## config.mk

```make
export PLATFORM = sky130hd
export DESIGN_NAME = elevator_dispatcher
export DESIGN_NICKNAME = d
export VERILOG_FILES = /design/src/rtl/elevator_dispatcher.sv
export SDC_FILE = /design/constraint.sdc
export NUM_CORES = 1
export LEC_CHECK = 0
export CORE_ASPECT_RATIO = 1.2
export CORE_MARGIN = 2
export CORE_UTILIZATION = 50
export DETAILED_ROUTE_END_ITERATION = 6
export PLACE_DENSITY = 0.76
export SYNTH_ARGS = -nofsm -noshare
export SYNTH_HDL_FRONTEND = slang
export SYNTH_SLANG_ARGS = --single-unit
```

## constraint.sdc

```tcl
create_clock -name CLK -period 4.1 [get_ports CLK]
set_input_delay 0.41 -clock CLK [delete_from_list [all_inputs] [get_ports CLK]]
set_output_delay 0.41 -clock CLK [all_outputs]
set_load 0.05 [all_outputs]
```

## src/rtl/elevator_dispatcher.sv

```systemverilog
// elevator_dispatcher
//   Hall-call scheduler for a two-car elevator bank. Hall up/down presses are
//   latched into per-floor call slots. A round-robin scan offers each pending
//   call to the nearest eligible car over a req/ack handshake. The call is
//   cleared when the owning car reports completion at that floor.
//
// Ports
//   CLK                     system clock, all state on posedge
//   RESET                   asynchronous active-low reset
//   hall_up[N_FLOORS]       up-call buttons (top floor bit ignored)
//   hall_dn[N_FLOORS]       down-call buttons (floor 0 bit ignored)
//   car0_pos / car1_pos     current floor of each car
//   car0_idle / car1_idle   car stopped, doors closed, no cab work
//   car0_ack / car1_ack     car accepts the offered assignment
//   car0_done / car1_done   one-cycle pulse: assigned floor served
//   car0_req / car1_req     assignment offer valid
//   car0_floor / car1_floor offered target floor
//   car0_dir / car1_dir     offered call direction (1 = up, 0 = down)
//   up_lamp / dn_lamp       hall lamps, high while the slot is not FREE
//   busy                    any slot not FREE
//
// Build option
//   OFFER_TIMEOUT_EN  an unacked offer is withdrawn after ACK_TIMEOUT cycles.
//                     The refusing car is then ineligible until its idle input
//                     drops and rises again.

module elevator_dispatcher #(
  parameter int unsigned N_FLOORS    = 4,
  parameter int unsigned FW          = 2,
  parameter int unsigned ACK_TIMEOUT = 8
) (
  input  logic                CLK,
  input  logic                RESET,
  input  logic [N_FLOORS-1:0] hall_up,
  input  logic [N_FLOORS-1:0] hall_dn,
  input  logic [FW-1:0]       car0_pos,
  input  logic [FW-1:0]       car1_pos,
  input  logic                car0_idle,
  input  logic                car1_idle,
  input  logic                car0_ack,
  input  logic                car1_ack,
  input  logic                car0_done,
  input  logic                car1_done,
  output logic                car0_req,
  output logic                car1_req,
  output logic [FW-1:0]       car0_floor,
  output logic [FW-1:0]       car1_floor,
  output logic                car0_dir,
  output logic                car1_dir,
  output logic [N_FLOORS-1:0] up_lamp,
  output logic [N_FLOORS-1:0] dn_lamp,
  output logic                busy
);

  localparam int unsigned NS = 2 * N_FLOORS;
  localparam int unsigned PW = FW + 1;

  typedef enum logic [1:0] {
    S_FREE  = 2'd0,
    S_PEND  = 2'd1,
    S_ASGN0 = 2'd2,
    S_ASGN1 = 2'd3
  } slot_t;

  typedef enum logic {
    ST_SCAN  = 1'b0,
    ST_OFFER = 1'b1
  } fsm_t;

  function automatic logic [FW-1:0] f_slot_floor(input int unsigned idx);
    f_slot_floor = (idx < N_FLOORS) ? FW'(idx) : FW'(idx - N_FLOORS);
  endfunction

  slot_t          r_slot [NS];
  fsm_t           r_state;
  logic [PW-1:0]  r_ptr;
  logic           r_sel;
  logic           r_car0_req;
  logic           r_car1_req;
  logic [FW-1:0]  r_car0_floor;
  logic [FW-1:0]  r_car1_floor;
  logic           r_car0_dir;
  logic           r_car1_dir;

`ifdef OFFER_TIMEOUT_EN
  localparam int unsigned CW = (ACK_TIMEOUT > 1) ? $clog2(ACK_TIMEOUT) : 1;
  logic [CW-1:0]  r_tmo_cnt;
  logic [1:0]     r_inelig;
`endif

  logic [NS-1:0]  w_press;
  logic [NS-1:0]  w_clr0;
  logic [NS-1:0]  w_clr1;
  logic           w_own0;
  logic           w_own1;
  logic           w_elig0;
  logic           w_elig1;
  logic [FW-1:0]  w_cur_floor;
  logic           w_cur_dir;
  logic           w_cur_pend;
  logic [FW:0]    w_d0;
  logic [FW:0]    w_d1;
  logic           w_pick1;
  logic [PW-1:0]  w_ptr_nxt;
  logic           w_ack;

  // Button vector in slot order; the unreachable directions are masked off.
  always_comb begin
    w_press               = {hall_dn, hall_up};
    w_press[N_FLOORS-1]   = 1'b0;
    w_press[N_FLOORS]     = 1'b0;
  end

  // Per-slot clear strobes and ownership. A slot being cleared this cycle no
  // longer counts as owned, so a car that completes its call becomes
  // eligible in the same cycle and the scan does not skip the next slot.
  always_comb begin
    w_clr0 = '0;
    w_clr1 = '0;
    w_own0 = 1'b0;
    w_own1 = 1'b0;
    for (int unsigned i = 0; i < NS; i++) begin
      w_clr0[i] = car0_done && (r_slot[i] == S_ASGN0) && (f_slot_floor(i) == car0_pos);
      w_clr1[i] = car1_done && (r_slot[i] == S_ASGN1) && (f_slot_floor(i) == car1_pos);
      if ((r_slot[i] == S_ASGN0) && !w_clr0[i]) w_own0 = 1'b1;
      if ((r_slot[i] == S_ASGN1) && !w_clr1[i]) w_own1 = 1'b1;
    end
  end

  always_comb begin
    w_elig0 = car0_idle && !w_own0 && !r_car0_req;
    w_elig1 = car1_idle && !w_own1 && !r_car1_req;
`ifdef OFFER_TIMEOUT_EN
    w_elig0 = w_elig0 && !r_inelig[0];
    w_elig1 = w_elig1 && !r_inelig[1];
`endif
  end

  always_comb begin
    w_cur_floor = f_slot_floor(32'(r_ptr));
    w_cur_dir   = (32'(r_ptr) < N_FLOORS);
    w_cur_pend  = (r_slot[r_ptr] == S_PEND);
    w_d0 = ({1'b0, car0_pos} >= {1'b0, w_cur_floor}) ?
           ({1'b0, car0_pos} - {1'b0, w_cur_floor}) :
           ({1'b0, w_cur_floor} - {1'b0, car0_pos});
    w_d1 = ({1'b0, car1_pos} >= {1'b0, w_cur_floor}) ?
           ({1'b0, car1_pos} - {1'b0, w_cur_floor}) :
           ({1'b0, w_cur_floor} - {1'b0, car1_pos});
    // Tie goes to car0.
    w_pick1   = w_elig1 && (!w_elig0 || (w_d1 < w_d0));
    w_ptr_nxt = (r_ptr == PW'(NS - 1)) ? '0 : r_ptr + 1'b1;
    w_ack     = r_sel ? (r_car1_req && car1_ack) : (r_car0_req && car0_ack);
  end

  always_ff @(posedge CLK or negedge RESET) begin
    if (!RESET) begin
      for (int unsigned i = 0; i < NS; i++) r_slot[i] <= S_FREE;
      r_state      <= ST_SCAN;
      r_ptr        <= '0;
      r_sel        <= 1'b0;
      r_car0_req   <= 1'b0;
      r_car1_req   <= 1'b0;
      r_car0_floor <= '0;
      r_car1_floor <= '0;
      r_car0_dir   <= 1'b0;
      r_car1_dir   <= 1'b0;
`ifdef OFFER_TIMEOUT_EN
      r_tmo_cnt    <= '0;
      r_inelig     <= '0;
`endif
    end else begin
      // Slot maintenance: a completion clear takes priority over a press.
      for (int unsigned i = 0; i < NS; i++) begin
        if (w_clr0[i] || w_clr1[i]) begin
          r_slot[i] <= S_FREE;
        end else if ((r_slot[i] == S_FREE) && w_press[i]) begin
          r_slot[i] <= S_PEND;
        end
      end

`ifdef OFFER_TIMEOUT_EN
      if (!car0_idle) r_inelig[0] <= 1'b0;
      if (!car1_idle) r_inelig[1] <= 1'b0;
`endif

      case (r_state)
        ST_SCAN: begin
          if (w_cur_pend && (w_elig0 || w_elig1)) begin
            r_state <= ST_OFFER;
            r_sel   <= w_pick1;
            if (w_pick1) begin
              r_car1_req   <= 1'b1;
              r_car1_floor <= w_cur_floor;
              r_car1_dir   <= w_cur_dir;
            end else begin
              r_car0_req   <= 1'b1;
              r_car0_floor <= w_cur_floor;
              r_car0_dir   <= w_cur_dir;
            end
`ifdef OFFER_TIMEOUT_EN
            r_tmo_cnt <= '0;
`endif
          end else begin
            r_ptr <= w_ptr_nxt;
          end
        end

        ST_OFFER: begin
          if (w_ack) begin
            r_slot[r_ptr] <= r_sel ? S_ASGN1 : S_ASGN0;
            r_car0_req    <= 1'b0;
            r_car1_req    <= 1'b0;
            r_ptr         <= w_ptr_nxt;
            r_state       <= ST_SCAN;
          end
`ifdef OFFER_TIMEOUT_EN
          else if (r_tmo_cnt == CW'(ACK_TIMEOUT - 1)) begin
            // Withdraw the offer; the pointer stays so the slot is retried.
            r_car0_req      <= 1'b0;
            r_car1_req      <= 1'b0;
            r_inelig[r_sel] <= 1'b1;
            r_state         <= ST_SCAN;
          end else begin
            r_tmo_cnt <= r_tmo_cnt + 1'b1;
          end
`endif
        end

        default: r_state <= ST_SCAN;
      endcase
    end
  end

  always_comb begin
    up_lamp = '0;
    dn_lamp = '0;
    for (int unsigned f = 0; f < N_FLOORS; f++) begin
      up_lamp[f] = (r_slot[f] != S_FREE);
      dn_lamp[f] = (r_slot[f + N_FLOORS] != S_FREE);
    end
  end

  assign busy       = |{up_lamp, dn_lamp};
  assign car0_req   = r_car0_req;
  assign car1_req   = r_car1_req;
  assign car0_floor = r_car0_floor;
  assign car1_floor = r_car1_floor;
  assign car0_dir   = r_car0_dir;
  assign car1_dir   = r_car1_dir;

endmodule
```

==> results.ini <==
[timing]
max_freq_mhz = 308
rsz0062_at_grt = no
worstMarginPinSlew_ns = 0.574
fin_crit_sh_pct = 79.2
slew_viol_final = 0
slew_headroom_pct = 61.7
hold_violations = 0
setup_viol = 0
worst_slack_ns = 0.851
hold_slack_ns = 0.503
fin_setup_tns_ns = 0
skew_ns = 0.00517
fin_crit_ns = 3.25

[yosys]
synth_area_leaders = dfrtp_1 35%, ha_1 6.0%, nand2_1 5.1%
ys_ff_latch = 29
synthCells = 215
ys_seq_area_share_pct = 35.0
synth_fa_ha_area_share_pct = 9.91
synth_mux_area_share_pct = 11.2
ys.flop_type = dfrtp_1
synth_compound_area_share_pct = 16.6
avgSynthCellArea_um2 = 9.63
synth_edf_count = 0
netlist.top_cell.by_area = dfrtp_1
synth_cell_type_count = 48
async_reset_ff_share_pct = 100
synth_simple_gate_area_share_pct = 23.0
yosysWarnings = 0
synth_commonest_cells = 29 x dfrtp_1, 28 x nand2_1, 16 x o21ai_0
synth_xor_xnor_area_share_pct = 0
syn_nets = 249
yosysMostFrequentCell = dfrtp_1
synth_top_area_share_pct = 35.0
synth_top_family_by_area = simple AND/OR/NAND/NOR gates
synth_area_mm2 = 0.00207

[clocking]
cts_made_buffers = 5
cts_root_buf = clkbuf_8
clkSlewWorstSetupHoldPaths_ns = 0.06
ctsResizeCount = 0
cts_max_level = 2
clock_latency_ns = 0.29
clock_sinks = 29
cts_tree = built
hold_buffers = 0
postCtsSetupRepairBufs = 0
cts_buffer_depth = 2

[placement]
hpwl_um = 3660
gp_congestion = 0.868
port_buffers = 34
post-place-ws_ns = 0.632
dpl_cell_area_mm2 = 0.00247

[power]
ir_drop_v = 0.000487
p_leak_nw = 1.14
total_power_mw = 2.10
power_density_mw_per_mm2 = 811

[global_route]
grt_pass1_wl_um = 8250
grt_use_total_pct = 23.2
grt_max_degree = 30
antenna_found_initial = 0
grt_pass1_vias = 1643
grt_overflow = 0

[floorplanning]
rows = 25
die_area_mm2 = 0.00467
die_x_um = 62.7
start_util_pct = 52.1
core_mm2 = 0.00397
die_h_um = 74.5
ioPinCount = 37

[worst_setup_path]
path_cells = inv_1 > ha_1 > inv_1 > fa_1 > nor2_1 > a21oi_1 > ha_1 > a21o_1 > a21o_1 > a211oi_4 > mux2_4
start_kind = flip-flop
end_kind = flip-flop
crit_fanout = 15
critPathKind = flip-flop to flip-flop
crit_arrival_ns = 3.42
critPathMaxStageDelay_ns = 0.68
required_ns = 4.27
critical_path.slowest_cell = dfrtp_1

[finish]
diodes = 0
final_nets = 287
multiInputGateArea_mm2 = 0.00126
syn_to_final_growth_pct = 24.7
fin_area_mm2 = 0.00258
fillers = 363
drive_gt1_share_pct = 16.5
regArea_um2 = 726

[worst_hold_path]
hold_class = primary input to async pin

[detailed_routing]
drtAntennaViolNets = 0
firstDrtPassIters = 4
route.vias.total = 1728
vias_per_cell = 5.61
avgRoutedWirePerCell_um = 15.9
first_iter_violations = 76
drt-total-wl_um = 4890
drc = 0

[job]
cap_violations = 0

[outcome]
status = complete, no violations

kinds of logic (layout without fill, tap and decap cells):
family / after synthesis / in the layout
AOI/OAI and AO/OA: 48 / 48
adders and majority gates: 14 / 14
buffers and inverters: 21 / 60
DFF: 29 / 29
muxes: 17 / 17
and+or+nand+nor: 86 / 86
area by class of cell:
class                   count  share of cell area, %
clock buffers               7                   3.34
clock inverters             1                   1.16
inverters                  16                   2.33
multi-input cells         165                   48.7
flip-flops and latches     29                   28.1
well taps                  54                   2.62
repair buffers             36                   13.8
per-layer routing:
metal,up-vias,GRT usage (%),wire (um)
li1,840,-,-
met1,836,29.4,2130
met2,41,39.4,2440
met3,11,5.14,225
met4,0,8.89,95
met5,-,0,0
report_power, final:
part	switching, mW	leakage [nW]	internal, mW	total [mW]
Clock	0.111	0.0585	0.198	0.309
Combinational	0.644	0.738	0.542	1.19
Sequential	0.198	0.343	0.403	0.600
Total	0.953	1.14	1.14	2.10
sequential cells by signal, indices dropped and copies added, names as in the netlist:
| signal | flops |
|---|---|
| r_slot | 16 |
| r_ptr | 3 |
| car0_floor | 2 |
| car1_floor | 2 |
| car0_dir | 1 |
| car0_req | 1 |
| car1_dir | 1 |
| car1_req | 1 |
| r_sel | 1 |
| r_state | 1 |
layout by cell type, fill, tap and decap left out, drive strengths merged, types with 2 or more instances in the layout:
master / n
a211oi: 3
a21o: 8
a21oi: 7
a22o: 3
and3: 4
buf: 2
clkbuf: 7
clkdlybuf4s50: 34
dfrtp: 29
fa: 4
ha: 10
inv: 16
mux2: 10
mux2i: 4
mux4: 3
nand2: 28
nand2b: 7
nand3: 4
nand3b: 2
nor2: 12
nor2b: 2
nor3: 4
nor3b: 3
o21ai: 16
o22ai: 2
or2: 9
or3: 2
or3b: 2
or4: 4
final timing paths:
kind | start | to | slack [ns] | cells after the start
worst max-delay path | r_ptr[0] | car1_floor[1] | 0.85 | 11
worst min-delay path | RESET | r_slot[14] | 0.50 | 2
worst max register to register | r_ptr[0] | car1_floor[1] | 0.85 | 11
worst min register to register | car0_floor[0] | car0_floor[0] | 0.51 | 1
max in group asynchronous | RESET | r_slot[3] | 3.33 | 2
min in group CLK | car0_floor[0] | car0_floor[0] | 0.51 | 1
stage by stage:
stage / cells / util (%)
after global routing: 308 / 65.0
after global placement: 300 / 62.1
after floorplan: 215 / -
after detailed placement: 300 / 62.1
final: 308 / 65.0
after CTS: 308 / 65.0
critical path: cells and delay by family (launching register included):
kind	cells	cell delay, ns
AOI/OAI and AO/OA	4	0.85
adders and majority gates	3	0.91
buffers and inverters	2	0.23
DFF	1	0.68
muxes	1	0.33
and+or+nand+nor	1	0.11
Note: power is estimated with default switching activity, not from simulation.
